### src/rtl/calc_entry_ctrl.sv
// Keypad entry controller for a three-digit BCD calculator: collects A, an operator and B,
// then offers the operation to the ALU. Optional idle timeout when ENTRY_TIMEOUT_EN is defined.
module calc_entry_ctrl #(
    parameter int unsigned TIMEOUT_CYCLES = 50_000_000
) (
    input  logic       clk,
    input  logic       rst,
    input  logic       key_valid,
    input  logic [3:0] key_code,
    input  logic       enter_in,
    input  logic       alu_ready,
    output logic       alu_valid,
    output logic [9:0] op_a,
    output logic [9:0] op_b,
    output logic [1:0] op_code,
    output logic [9:0] entry_value,
    output logic [1:0] state_o,
    output logic       timeout_o
);

    // Handshake: alu_valid is held with op_a/op_b/op_code stable until a cycle where
    // alu_valid && alu_ready; that cycle is the transfer and alu_valid drops after it.
    typedef enum logic [1:0] {
        ENTER_A = 2'b00,
        ENTER_B = 2'b01,
        ISSUE   = 2'b10,
        DONE    = 2'b11
    } state_t;

    state_t     state;
    logic [3:0] a_d2, a_d1, a_d0;
    logic [3:0] b_d2, b_d1, b_d0;
    logic [1:0] a_cnt, b_cnt;

    logic       is_digit, is_op, is_bksp, is_enter;
    logic [1:0] key_op;
    logic       timeout_fire;

    function automatic logic [9:0] bcd_val(input logic [3:0] d2, input logic [3:0] d1,
                                           input logic [3:0] d0);
        return 10'(d2) * 10'd100 + 10'(d1) * 10'd10 + 10'(d0);
    endfunction

    // Enter takes priority over key_code; code F is the empty key.
    assign is_enter = key_valid && enter_in;
    assign is_digit = key_valid && !enter_in && (key_code <= 4'd9);
    assign is_op    = key_valid && !enter_in && (key_code >= 4'hA) && (key_code <= 4'hD);
    assign is_bksp  = key_valid && !enter_in && (key_code == 4'hE);
    assign key_op   = key_code[1:0] + 2'b10;  // A..D -> 00..11

    assign state_o  = state;

`ifdef ENTRY_TIMEOUT_EN
    logic [31:0] idle_cnt;
    logic        armed;
    logic        timeout_q;

    assign armed        = ((state == ENTER_A) && (a_cnt != 2'd0)) || (state == ENTER_B);
    assign timeout_fire = armed && !key_valid && (idle_cnt == 32'(TIMEOUT_CYCLES - 1));
    assign timeout_o    = timeout_q;

    always_ff @(posedge clk) begin
        if (rst || !armed || key_valid || timeout_fire) begin
            idle_cnt <= '0;
        end else begin
            idle_cnt <= idle_cnt + 32'd1;
        end
        if (rst) begin
            timeout_q <= 1'b0;
        end else begin
            timeout_q <= timeout_fire;
        end
    end
`else
    assign timeout_fire = 1'b0;
    assign timeout_o    = 1'b0;
`endif

    always_ff @(posedge clk) begin
        if (rst || timeout_fire) begin
            state       <= ENTER_A;
            {a_d2, a_d1, a_d0} <= '0;
            {b_d2, b_d1, b_d0} <= '0;
            a_cnt       <= 2'd0;
            b_cnt       <= 2'd0;
            op_a        <= '0;
            op_b        <= '0;
            op_code     <= 2'b00;
            entry_value <= '0;
            alu_valid   <= 1'b0;
        end else begin
            case (state)
                ENTER_A: begin
                    if (is_digit && a_cnt != 2'd3) begin
                        {a_d2, a_d1, a_d0} <= {a_d1, a_d0, key_code};
                        a_cnt       <= a_cnt + 2'd1;
                        entry_value <= bcd_val(a_d1, a_d0, key_code);
                    end else if (is_bksp && a_cnt != 2'd0) begin
                        {a_d2, a_d1, a_d0} <= {4'd0, a_d2, a_d1};
                        a_cnt       <= a_cnt - 2'd1;
                        entry_value <= bcd_val(4'd0, a_d2, a_d1);
                    end else if (is_op && a_cnt != 2'd0) begin
                        op_a        <= bcd_val(a_d2, a_d1, a_d0);
                        op_code     <= key_op;
                        {b_d2, b_d1, b_d0} <= '0;
                        b_cnt       <= 2'd0;
                        entry_value <= '0;
                        state       <= ENTER_B;
                    end
                end
                ENTER_B: begin
                    if (is_digit && b_cnt != 2'd3) begin
                        {b_d2, b_d1, b_d0} <= {b_d1, b_d0, key_code};
                        b_cnt       <= b_cnt + 2'd1;
                        entry_value <= bcd_val(b_d1, b_d0, key_code);
                    end else if (is_bksp && b_cnt != 2'd0) begin
                        {b_d2, b_d1, b_d0} <= {4'd0, b_d2, b_d1};
                        b_cnt       <= b_cnt - 2'd1;
                        entry_value <= bcd_val(4'd0, b_d2, b_d1);
                    end else if (is_bksp) begin
                        // Backspace on an empty B undoes the operator; A is kept.
                        op_code     <= 2'b00;
                        entry_value <= bcd_val(a_d2, a_d1, a_d0);
                        state       <= ENTER_A;
                    end else if (is_op && b_cnt == 2'd0) begin
                        op_code <= key_op;
                    end else if (is_enter && b_cnt != 2'd0) begin
                        op_b        <= bcd_val(b_d2, b_d1, b_d0);
                        entry_value <= bcd_val(b_d2, b_d1, b_d0);
                        alu_valid   <= 1'b1;
                        state       <= ISSUE;
                    end
                end
                ISSUE: begin
                    if (alu_valid && alu_ready) begin
                        alu_valid <= 1'b0;
                        state     <= DONE;
                    end
                end
                DONE: begin
                    if (is_digit) begin
                        {a_d2, a_d1, a_d0} <= {4'd0, 4'd0, key_code};
                        a_cnt       <= 2'd1;
                        {b_d2, b_d1, b_d0} <= '0;
                        b_cnt       <= 2'd0;
                        op_a        <= '0;
                        op_b        <= '0;
                        entry_value <= bcd_val(4'd0, 4'd0, key_code);
                        state       <= ENTER_A;
                    end else if (is_bksp) begin
                        {a_d2, a_d1, a_d0} <= '0;
                        {b_d2, b_d1, b_d0} <= '0;
                        a_cnt       <= 2'd0;
                        b_cnt       <= 2'd0;
                        op_a        <= '0;
                        op_b        <= '0;
                        op_code     <= 2'b00;
                        entry_value <= '0;
                        state       <= ENTER_A;
                    end
                end
                default: state <= ENTER_A;
            endcase
        end
    end

endmodule

### config.mk
export PLATFORM = sky130hd
export DESIGN_NAME = calc_entry_ctrl
export DESIGN_NICKNAME = d
export VERILOG_FILES = /design/src/rtl/calc_entry_ctrl.sv
export SDC_FILE = /design/constraint.sdc
export NUM_CORES = 1
export LEC_CHECK = 0
export ABC_CLOCK_PERIOD_IN_PS = 4100
export CAP_MARGIN = 0
export CORE_MARGIN = 2
export CORE_UTILIZATION = 30
export DETAILED_ROUTE_END_ITERATION = 10
export PLACE_DENSITY_LB_ADDON = 0.25
export SETUP_SLACK_MARGIN = 0.02
export SYNTH_ARGS = -nofsm -noshare
export SYNTH_HDL_FRONTEND = slang
export SYNTH_SLANG_ARGS = --single-unit
### constraint.sdc
create_clock -name clk -period 4.1 [get_ports clk]
set_input_delay 0.82 -clock clk [delete_from_list [all_inputs] [get_ports clk]]
set_output_delay 0.82 -clock clk [all_outputs]
set_load 0.005 [all_outputs]
# Yosys cells after proc, flatten, opt, wreduce, memory -nomap -nowiden
# Index checks and enable logic that the tools add are counted.
[word_totals]
ff_bits = 63
in_bits = 9
out_inout_bits = 36
elab_cells = 181
[classes]
add_sub_neg = 15
n_mul = 10
order_cmp = 3
eq_ne = 26
mux = 82
reduce_logical = 31
[ops]
columns = ["op", "n"]
rows = [
  ["10-bit 2-to-1 mux", 17],
  ["4-bit 2-to-1 mux", 18],
  ["2-bit 2-to-1 mux", 27],
  ["4-bit by 3-bit multiplier with 7-bit output, second input constant", 6],
  ["10-bit by 4-bit adder with 10-bit output", 4],
  ["10-bit by 8-bit adder with 10-bit output", 4],
  ["10-bit case mux with 2 select lines", 2],
  ["4-bit case mux with 3 select lines", 3],
  ["4-bit by 5-bit multiplier with 8-bit output, second input constant", 4],
  ["10-bit case mux with 3 select lines", 1],
  ["2-bit inequality test, second input constant", 13],
  ["4-bit case mux with 2 select lines", 3],
  ["8-bit by 4-bit adder with 9-bit output", 2],
  ["3-bit inequality test, second input constant", 6],
  ["9-bit AND reduction", 2],
  ["1-bit logical AND", 14],
  ["7-bit AND reduction", 2],
  ["2-bit case mux with 3 select lines", 2],
  ["5-bit inequality test, second input constant", 2],
  ["5-bit AND reduction", 2],
  ["2-bit nonzero test", 5],
  ["4-bit <= comparator, second input constant", 2],
  ["2-bit case mux with 4 select lines", 1],
  ["1-bit 2-to-1 mux", 6],
  ["15 further kinds", 19],
]

# Logic depth before layout (Yosys ltp)
# Gate-level depths: netlist of the first run.
[depth]
word_depth = 10
ltp_mapped = 14
ltp_nobuf = 14

# Least setup slack after synthesis of the first run
# OpenSTA, ideal clock, no wires.
[synth_path]
path_kind = "register to register"
startpoint = "reg a_d1[1]"
endpoint = "reg entry_value[8]"
setup_ns = 0.086
arrival_ns = 3.173
required_time_ns = 4.014
path_slack_ns = 0.841
path_stages_with_launch = 14
path_buffers = 0
period_less_slack_ns = 3.259
path_cell_list = "dfxtp_1 > ha_1 > ha_1 > fa_1 > xor2_1 > ha_1 > ha_1 > o21ai_0 > o21bai_1 > a21oi_1 > xnor2_1 > a31oi_1 > a221o_1 > a211oi_1"
[synth_via]
elab_chain_cells = 7
elab_cells_between_ends = 13
cone_classes = "add/sub (5); mul (2); mux (6)"
[synth_lines]
columns = ["element", "line_no", "source"]
rows = [
  ["start: declaration", "31", "logic [3:0] a_d2, a_d1, a_d0;"],
  ["start signal: assignment", "95", "{a_d2, a_d1, a_d0} <= {a_d1, a_d0, key_code};"],
  ["start signal: assignment", "99", "{a_d2, a_d1, a_d0} <= {4'd0, a_d2, a_d1};"],
  ["start signal: assignment", "142", "{a_d2, a_d1, a_d0} <= {4'd0, 4'd0, key_code};"],
  ["4-bit by 3-bit multiplier with 7-bit output", "41", "return 10'(d2) * 10'd100 + 10'(d1) * 10'd10 + 10'(d0);"],
  ["10-bit by 8-bit adder with 10-bit output", "41", ""],
  ["10-bit by 4-bit adder with 10-bit output", "41", ""],
  ["10-bit 2-to-1 mux", "120", "end else if (is_bksp) begin"],
  ["10-bit 2-to-1 mux", "116", "end else if (is_bksp && b_cnt != 2'd0) begin"],
  ["10-bit 2-to-1 mux", "112", "if (is_digit && b_cnt != 2'd3) begin"],
  ["10-bit case mux with 3 select lines (*)", "92", "case (state)"],
  ["end signal: assignment", "115", "entry_value <= bcd_val(b_d1, b_d0, key_code);"],
  ["end signal: assignment", "119", "entry_value <= bcd_val(4'd0, b_d2, b_d1);"],
  ["end signal: assignment", "123", "entry_value <= bcd_val(a_d2, a_d1, a_d0);"],
  ["end: declaration", "16", "output logic [9:0] entry_value,"],
]
# Every way passes the cells marked *; elsewhere a longest branch is shown, timed or not.
# A chain may end at the register's enable or synchronous reset.

# Worst setup path after layout of the first run
[layout_path]
startpoint = "in key_code[3]"
endpoint = "reg entry_value[9]"
[layout_via]
elab_chain_cells = 6
elab_cells_between_ends = 28
cone_classes = "add/sub (2); order compare (3); eq/ne (5); mux (7); reduce/logical (11)"
[layout_lines]
columns = ["element", "line_no", "source"]
rows = [
  ["start: declaration", "9", "input logic [3:0] key_code,"],
  ["4-bit greater-or-equal comparator / 4-bit equality test (equally long branches)", "47, 48", ""],
  ["1-bit logical AND, on equally long branches", "47, 48", ""],
  ["1-bit logical AND, or another cell as far along", "47", "assign is_op = key_valid && !enter_in && (key_code >= 4'hA) && (key_code <= 4'hD);"],
  ["1-bit logical AND, or another cell as far along", "125", "end else if (is_op && b_cnt == 2'd0) begin"],
  ["5-bit inequality test (no line), or another cell as far along", "n/a", ""],
  ["5-bit AND reduction (no line) / 10-bit case mux with 3 select lines (equally long branches)", "n/a", ""],
  ["end signal: assignment", "119", ""],
  ["end signal: assignment", "123", ""],
  ["end signal: assignment", "129", "entry_value <= bcd_val(b_d2, b_d1, b_d0);"],
]
# Several ways; a longest one is shown, not always the timed one.

==> results by group, run 1 <==
Min path
  • Hold EP: op_b[6]
  • Hold Crit Start: op_b[6]
  • Worst Hold Class: reg -> reg
  • Hold path depth: 2

Timing
  • Max Slew Vio Count: 0
  • Final Hold Vio Count: 0
  • Fmax: roughly 270 MHz
  • Fin worst setup slack: 0.4551 ns
  • Setup TNS: 0 ns
  • RSZ-0062 raised after global routing: no
  • Final Critical Period: 3.645 ns
  • Fin crit share: 0.8890
  • Setup violators final: 0
  • Setup Skew: 0.007777 ns
  • Slew HR: 0.3719
  • Worst slew pin tran: ~0.94 ns

Setup path
  • Startpoint Class: input pin
  • WS Path Type: in -> reg
  • Critical R2R Launch: a_d1[1]
  • Crit path cell chain: clkdlybuf4s50_1, inv_1, fa_1, inv_1, ha_1, a211oi_1, o21bai_1, or3_1, a31oi_1, xnor2_1, a221oi_1, a211oi_1
  • Reg2reg setup slack: around 0.52 ns
  • Reg2Reg Depth: 13
  • Worst Path Arrival: around 3.9 ns
  • Req. time, crit path: between 4 and 5 ns
  • Peak per-stage delay on the critical path: 0.61 ns
  • Critical path endpoint category: register
  • Worst Path Max Fanout: 3
  • RR Endpoint: entry_value[9]
  • CP max-delay cell: fa_1

Yosys
  • Post-synth EDFFs: 0
  • Top cells by count, synth: ha_1 (106), a21oi_1 (67), nor2_1 (66)
  • Mapped Avg Cell Area: ~8.5 um2
  • Synth area leader: ha_1
  • Synth Area in XOR/XNOR: 0.06906
  • Yosys reg bits: 63
  • Synth area leaders: ha_1 (21%), dfxtp_1 (20%), fa_1 (7.7%), a21oi_1 (5.4%), xnor2_1 (4.7%)
  • Adder-Cell Fraction of Synth Area: 0.2907
  • Count of cell types in the netlist: 70
  • Synthesized cell area: 6215 um2
  • Mux cell area share after synthesis: 0.01168
  • Synth Net Count: between 800 and 900
  • Syn Inst Count: about 730
  • Post-synthesis simple-gate area fraction: 0.1460
  • Largest family of logic cells by synthesized area: adder cells
  • Top-count cell post-synth: ha_1
  • Ys Warns: 0
  • Top cell type's share of synthesized area: 0.2134
  • Ys async rst share: 0
  • Post-synthesis compound-gate area fraction: 0.2311
  • Post-synthesis sequential area ratio: 0.2029
  • Top_reg_cell synth: dfxtp_1

Power
  • Lkg Pwr: 3.440 nW
  • Worst VDD drop: ~0.00020 V
  • Cell Pwr Density: 359.7 nW/um2

Routing
  • Drt wl/cell: ~18 um
  • Residual DRC: 0
  • Detail Route Antenna Nets: 0
  • DRT iter0 DRCs: 313
  • Via count: about 5,500
  • DRT Wirelength: about 19 mm
  • Via density: approximately 5.2
  • Drt first pass iters: 4

Die
  • Core box area: 20,300 um2
  • Die Span Y: 147.9 um
  • Row cnt: 52
  • Ports: 45
  • Die Wd: about 150 um
  • Die area: roughly 22,000 um2
  • Starting Density: 0.3062

Clock tree
  • CTS sink count: 63
  • Clock tree buffer depth: 2
  • Post-CTS Resized: 0
  • Cts bufs inserted: 9
  • Clock network latency to the later pin of the worst-skew pair: 0.35 ns
  • Root buffer cell: clkbuf_16
  • CTS tree: yes
  • Cts hold-fix bufs: 0
  • Clk pin slew, worst setup/hold paths: 0.06 ns
  • CTS HTree Levels: 3
  • Setup Fix Bufs, Post-CTS: 0

Placement
  • Port Buffers: 43
  • Pre-CTS setup slack: 0.07619 ns
  • RePlAce Congestion: slightly above 0.8
  • Post-DP HPWL: between 10 and 15 mm

Finish
  • Final #Nets: just over 900
  • Area growth syn-to-layout: 20.27%
  • Fillers: approximately 2,100
  • Antenna diodes: 0
  • Layout cell share with drive strength beyond 1: 0.08861

GRT
  • Initial antenna violation count: 0
  • Largest net degree at the start of global routing: 41
  • Number of global-route vias before repair: about 5,400
  • Grt ovf: 0
  • First-pass GRT wire length: around 30 mm
  • Gr usage total: 0.1766

Job
  • Max Cap Viol: 0

Outcome
  • Outcome: finished clean
[critical path: cells and delay by family]
family          cells  cell delay (ns)
fa+ha+maj           2             0.91
buf+inv             3             0.73
compound gates      5             0.98
simple gates        1             0.30
xor+xnor            1             0.12
[how the worst max path moves through the flow]
stage,startpoint,to,slack (ns)
2_1_floorplan,a_d1[1],entry_value[8],0.84
3_5_place_dp,key_code[3],entry_value[9],0.08
3_3_place_gp,key_code[3],entry_value[9],0.13
6_report,key_code[3],entry_value[9],0.46
5_1_grt,key_code[3],entry_value[9],0.26
4_1_cts,key_code[3],entry_value[9],0.45
[state kept, by name, summed over array words and instances (netlist names), named ones only]
register and flops:
a_cnt 2, a_d0 4, a_d1 4, a_d2 4, alu_valid 1, b_cnt 2
b_d0 4, b_d1 4, b_d2 4, entry_value 10, op_a 10, op_b 10
op_code 2, state_o 1
[where the power goes]
group	switching, mW	leakage, nW	internal, mW	total, mW
combinational	0.561	2.76	0.415	0.976
sequential	0.0890	0.510	0.688	0.777
clock	0.321	0.173	0.615	0.936
[layout by cell type (no fill, tap or decap), types with 23 or more instances in the layout]
master           Yosys  final
nor2_1              66     66
nand3_1             27     27
o21ai_0             23     23
buf_4                1     35
ha_1               106    106
a21oi_1             67     67
dfxtp_1             63     63
inv_1               40     40
fa_1                24     24
clkdlybuf4s50_1      0     42
nand2_1             48     48
xnor2_1             33     33
[cell type report]
cell class,count,area [um2],share of cell area
well taps,270,337.8,0.04520
inverters,40,150.1,0.02009
clock inverters,6,116.4,0.01557
clock buffers,10,239.0,0.03197
repair buffers,79,708.2,0.09474
flip-flops and latches,63,1261,0.1687
multi-input cells,592,4662,0.6237
[kinds of logic after synthesis]
group / after synthesis
compound gates: 210
xor+xnor: 49
fa+ha+maj: 130
buf+inv: 74
flops: 63
mux: 7
other cells: 1
simple gates: 195
[metrics by stage]
step           cells  total power [mW]  hold WS, ns  area [um2]  utilization
6_report        1060             2.689       0.4578        7475       0.3682
5_1_grt         1060             2.833       0.4814        7475       0.3682
4_1_cts         1060             2.707       0.4580        7475       0.3682
3_5_place_dp    1044             1.755       0.4438        7119       0.3507
3_3_place_gp    1044             1.756       0.4487        7119       0.3507
2_1_floorplan    729             1.364       0.4483        6215            -
[per-layer routing]
| metal | wire length (um) | vias to the layer above | track usage |
|---|---|---|---|
| met5 | 0 | - | 0 |
| met4 | 285 | 0 | 0.04476 |
| met3 | 616 | 18 | 0.02500 |
| met2 | 8799 | 123 | 0.2916 |
| met1 | 9090 | 2631 | 0.2433 |
| li1 | - | 2766 | - |
Power figures use the tool's default switching activity.
==> inputs of run 2 (changes only) <==
CORE_ASPECT_RATIO = 1.2   (was not set)
==> run 2 against run 1 <==
Against the previous run: clock power down 7.7%; clock-buffer cell count down 1; via count decreased by 1.3%; die area is essentially flat; power decreased by 3.5%; routed wire length fell by 3.0%; sequential power rose by 2%; global-route usage decreased by 0.36 points; final cell count fell by 0.94%; critical path type unchanged; highest routed layer unchanged.
==> results by group, run 2 (synthesis gave the netlist of run 1 again) <==
Outcome
  • Outcome: finished clean

Routing
  • Residual DRC: 0
  • DRT Wirelength: approximately 18 mm
  • Drt first pass iters: 5
  • Drt wl/cell: around 17 um
  • Via density: 5.206
  • Detail Route Antenna Nets: 0
  • DRT iter0 DRCs: just over 400
  • Via count: ~5,500

Finish
  • Final #Nets: slightly above 900
  • Fillers: 2,170
  • Final non-filler cell total: approximately 1,100
  • Most common cell after layout, fill and taps aside: ha_1
  • Area growth syn-to-layout: 18.88%
  • Util after Layout: 0.3648
  • Biggest regs: entry_value x10, op_a x10, op_b x10
  • Layout cell share with drive strength beyond 1: 0.08280
  • Antenna diodes: 0
  • Most frequent cells in the layout: ha_1 (106), a21oi_1 (67), nor2_1 (66)

GRT
  • Grt ovf: 0
  • First-pass GRT wire length: 29.39 mm
  • Met3 usage: 0.02715
  • Initial antenna violation count: 0
  • Gr usage total: 0.1730
  • Gr busiest metal: met2
  • Largest net degree at the start of global routing: 38
  • Global Route met1 Usage: 0.2169
  • Number of global-route vias before repair: ~5,400
  • Grt met2 use: 0.2972

Clock tree
  • CTS sink count: 63
  • Clock network latency to the later pin of the worst-skew pair: between 0.3 and 0.4 ns
  • CTS tree: yes
  • Cts bufs inserted: 9
  • Setup Fix Bufs, Post-CTS: 0
  • Cts hold-fix bufs: 0
  • Post-CTS Resized: 0
  • Clk pin slew, worst setup/hold paths: around 0.06 ns
  • CTS HTree Levels: 3
  • Clock tree buffer depth: 2
  • Root buffer cell: clkbuf_16

Timing
  • Setup TNS: 0 ns
  • Fin crit share: 0.8752
  • Max Slew Vio Count: 0
  • Setup Skew: around 0.0082 ns
  • Setup violators final: 0
  • Fmax: 278.7 MHz
  • Worst slew pin tran: approximately 0.75 ns
  • Final Critical Period: roughly 3.6 ns
  • RSZ-0062 raised after global routing: no
  • Slew HR: 0.5017
  • Final Hold Vio Count: 0

Power
  • Net Switching: about 0.96 mW
  • Seq pwr share: 0.305
  • Cell Pwr Density: roughly 350 nW/um2
  • Clock network power share: 0.333
  • Lkg Pwr: roughly 3.4 nW
  • Switch share: 0.3714
  • Worst VDD drop: about 0.00017 V
  • Combinational share of power: 0.362
  • Int Power: between 1.5 and 2 mW

Die
  • Die Span Y: approximately 160 um
  • Ports: 45
  • Die Wd: 135.4 um
  • Row cnt: 57
  • Core box area: about 20,000 um2
  • Starting Density: 0.3068
  • Die area: ~22,000 um2

Setup path
  • Req. time, crit path: between 4 and 5 ns
  • Worst Path Arrival: around 3.8 ns
  • Startpoint Class: input pin
  • Critical path endpoint category: register
  • WS Path Type: in -> reg
  • Worst Path Max Fanout: 3

Min path
  • Worst Hold Class: reg -> reg

Placement
  • RePlAce Congestion: around 0.86
  • Number of cells after detailed placement: around 1,000
  • Port Buffers: between 40 and 50
  • Post-DP HPWL: about 15 mm

Job
  • Max Cap Viol: 0
==> run 2: routing by layer <==
layer	part of all wire	routed length, um	up-vias
met1	0.45	8112	2570
met2	0.49	9017	98
met3	0.025	450	30
met4	0.035	640	0
li1	-	-	2768
met5	0	0	-
==> run 2: stage by stage <==
| step | hold slack (ns) | power, mW | setup WS [ns] | cell area [um2] |
|---|---|---|---|---|
| floorplan | 0.4483 | 1.364 | 0.8413 | 6215 |
| global placement | 0.4426 | 1.746 | 0.1579 | 7063 |
| detailed placement | 0.4471 | 1.742 | 0.1313 | 7063 |
| CTS | 0.4572 | 2.609 | 0.5019 | 7388 |
| global route | 0.4638 | 2.752 | 0.2800 | 7388 |
| finish | 0.4507 | 2.594 | 0.5118 | 7388 |
==> run 2: worst max-delay path, cell delays in order <==
cell	delay, ns
clkdlybuf4s50_1	0.52
inv_1	0.13
fa_1	0.61
inv_1	0.06
ha_1	0.30
a211oi_1	0.22
o21bai_1	0.11
or3_1	0.31
a31oi_1	0.21
xnor2_1	0.12
a221oi_1	0.29
a211oi_1	0.10
==> run 2: cell type report <==
cell class                 instances  area (um2)  share of cell area
multi-input combinational        592        4662              0.6310
sequential                        63        1261              0.1707
timing repair buffer              74       658.1             0.08908
tap                              265       331.6             0.04488
clock buffer                       9       225.2             0.03048
inverter                          40       150.1             0.02032
clock inverter                     7       100.1             0.01355
==> run 2: power groups by stage <==
stage / combinational, mW / clock (mW) / sequential (mW)
4_1_cts: 0.943 / 0.874 / 0.792
2_1_floorplan: 0.605 / 0 / 0.759
3_5_place_dp: 0.937 / 0 / 0.805
3_3_place_gp: 0.939 / 0 / 0.808
5_1_grt: 1.05 / 0.903 / 0.804
6_report: 0.940 / 0.864 / 0.790
==> run 2: worst paths after layout <==
kind               start              to  slack, ns  cells past startpoint
min reg2reg      op_b[3]         op_b[3]       0.45                      2
max reg2reg      b_d1[0]  entry_value[8]       0.59                     13
max          key_code[3]  entry_value[9]       0.51                     12
min              op_b[3]         op_b[3]       0.45                      2
==> inputs of run 3 (changes only) <==
ABC_CLOCK_PERIOD_IN_PS = 3600   (was 4100)
CTS_CLUSTER_DIAMETER = 30   (was not set)
clock period = 3.6 ns   (was 4.1 ns; I/O delays follow)
==> run 3 against run 2 <==
Against the previous run: global-route usage is 0.77 points higher; critical path type is now reg -> reg; die area stayed put; power is 16% higher; non-clock buffer count is 30 higher; clock-buffer cell count stayed put.
==> results by group, run 3 (synthesis gave the netlist of run 1 again) <==
Power
  • Net Switching: roughly 1.1 mW
  • Combinational share of power: 0.377
  • Lkg Pwr: about 3.6 nW
  • Seq pwr share: 0.297
  • Worst VDD drop: 0.0002089 V
  • Int Power: approximately 1.9 mW
  • Cell Pwr Density: between 300 and 400 nW/um2
  • Clock network power share: 0.326
  • Switch share: 0.3733

Timing
  • Worst slew pin tran: roughly 0.65 ns
  • Final Hold Vio Count: 0
  • Final Critical Period: ~3.4 ns
  • RSZ-0062 raised after global routing: yes
  • Setup violators final: 0
  • Slew HR: 0.5643
  • Max Slew Vio Count: 0
  • Fin crit share: 0.9450
  • Setup Skew: roughly 0.0070 ns
  • Fmax: 294.0 MHz

Setup path
  • Critical path endpoint category: register
  • Crit path cell chain: ha_1, ha_1, fa_1, ha_1, ha_1, o21ai_0, o21bai_1, a21oi_2, xnor2_2, a31oi_1, a221o_1, a211oi_1
  • Req. time, crit path: approximately 3.9 ns
  • Worst Path Max Fanout: 4
  • Peak per-stage delay on the critical path: approximately 0.46 ns
  • CP max-delay cell: fa_1
  • WS Path Type: reg -> reg
  • Crit path top cell by count: ha_1
  • Worst Path Arrival: ~3.7 ns
  • Startpoint Class: register

Die
  • Die Span Y: 161.7 um
  • Ports: 45
  • Starting Density: 0.3068
  • Core box area: roughly 20,000 um2
  • Die area: between 20,000 and 25,000 um2
  • Die Wd: around 140 um
  • Row cnt: 57

Clock tree
  • Clock network latency to the later pin of the worst-skew pair: between 0.3 and 0.4 ns
  • Cts bufs inserted: 9
  • Root buffer cell: clkbuf_16
  • CTS tree: yes
  • CTS sink count: 63
  • Clock tree buffer depth: 2
  • Clk pin slew, worst setup/hold paths: around 0.060 ns
  • CTS HTree Levels: 3

GRT
  • Number of global-route vias before repair: around 5,600
  • Grt ovf: 0
  • Gr usage total: 0.1808
  • Largest net degree at the start of global routing: 33
  • First-pass GRT wire length: 30.65 mm
  • Grt met2 use: 0.3106
  • Gr busiest metal: met2
  • Initial antenna violation count: 0
  • Met3 usage: 0.02185
  • Global Route met1 Usage: 0.2301

Placement
  • Port Buffers: 43
  • Post-DP HPWL: approximately 15 mm
  • Area post-placement: about 7300 um2
  • RePlAce Congestion: a little over 0.8

Routing
  • Detail Route Antenna Nets: 0
  • Via density: between 5 and 6
  • Drt wl/cell: approximately 18 um
  • DRT Wirelength: 19.07 mm
  • Drt first pass iters: 5
  • DRT iter0 DRCs: roughly 340
  • Residual DRC: 0
  • Via count: roughly 5,600

Finish
  • Final #Nets: roughly 950
  • Fin area: about 7700 um2
  • Biggest regs: entry_value x10, op_a x10, op_b x10
  • Layout cell share with drive strength beyond 1: 0.1276
  • Most common cell after layout, fill and taps aside: ha_1
  • Area growth syn-to-layout: 23.47%
  • Antenna diodes: 0
  • Most frequent cells in the layout: ha_1 (105), a21oi_1 (66), nor2_1 (66)
  • Util after Layout: 0.3789

Min path
  • Worst Hold Class: reg -> reg

Job
  • Max Cap Viol: 0

Outcome
  • Outcome: finished clean
## run 3: changes by cell type in the layout (fill, tap and decap cells not counted), sizes merged
cell / previous run / this run
clkinv: 1 / 3
inv: 44 / 40
buf: 32 / 62
clkinvlp: 0 / 2
dlymetal6s2s: 0 / 1
clkdlybuf4s50: 42 / 41
## run 3: routing by layer
layer  vias to the layer above  part of all wire
met5                         -                 0
met3                        25             0.038
met2                       127              0.50
met1                      2660              0.43
met4                         0             0.030
li1                       2822                 -
## run 3: final timing paths
check	start	end	slack, ns	cells after the start
setup / recovery	a_d1[1]	entry_value[8]	0.20	12
hold reg to reg	op_b[5]	op_b[5]	0.46	2
setup reg to reg	a_d1[1]	entry_value[8]	0.20	12
hold / removal	op_b[5]	op_b[5]	0.46	2
## run 3: cell type report
class                   count  area [um2]
repair buffers            104       898.4
multi-input cells         592        4708
inverters                  40       150.1
fillers                  2117       12580
flip-flops and latches     63        1262
clock buffers               9       225.2
clock inverters             7       97.59
well taps                 265       331.6
## run 3: power by group through the flow
| stage | combinational (mW) | sequential, mW | clock [mW] |
|---|---|---|---|
| 2_1_floorplan | 0.689 | 0.864 | 0 |
| 3_3_place_gp | 1.12 | 0.912 | 0 |
| 3_5_place_dp | 1.12 | 0.911 | 0 |
| 4_1_cts | 1.13 | 0.895 | 0.995 |
| 5_1_grt | 1.25 | 0.905 | 1.04 |
| 6_report | 1.13 | 0.894 | 0.979 |
## run 3: timing repair
| action | CTS | global route |
|---|---|---|
| hold buffers | 0 | 0 |
| buffers inserted | 0 | 2 |
| gates resized for setup | 0 | 12 |
| setup endpoints to repair | 0 | 4 |
## run 3: worst max-delay path: cells and delay by family (launching register included)
family / cells / cell delay, ns
XOR/XNOR: 1 / 0.16
adder cells (fa/ha/maj): 5 / 1.64
flip-flops: 1 / 0.31
AO/OA/AOI/OAI: 6 / 1.22
## run 3: stage by stage
| step | setup WS, ns | setup TNS (ns) | std cells | hold slack, ns | power, mW |
|---|---|---|---|---|---|
| 3_5_place_dp | -0.2562 | -0.6862 | 1062 | 0.4478 | 2.033 |
| 2_1_floorplan | 0.3413 | 0 | 729 | 0.4483 | 1.553 |
| 6_report | 0.1982 | 0 | 1080 | 0.4568 | 3.007 |
| 4_1_cts | 0.09163 | 0 | 1078 | 0.4631 | 3.021 |
| 3_3_place_gp | -0.2199 | -0.4764 | 1062 | 0.4500 | 2.032 |
| 5_1_grt | 0.01706 | 0 | 1080 | 0.4829 | 3.197 |
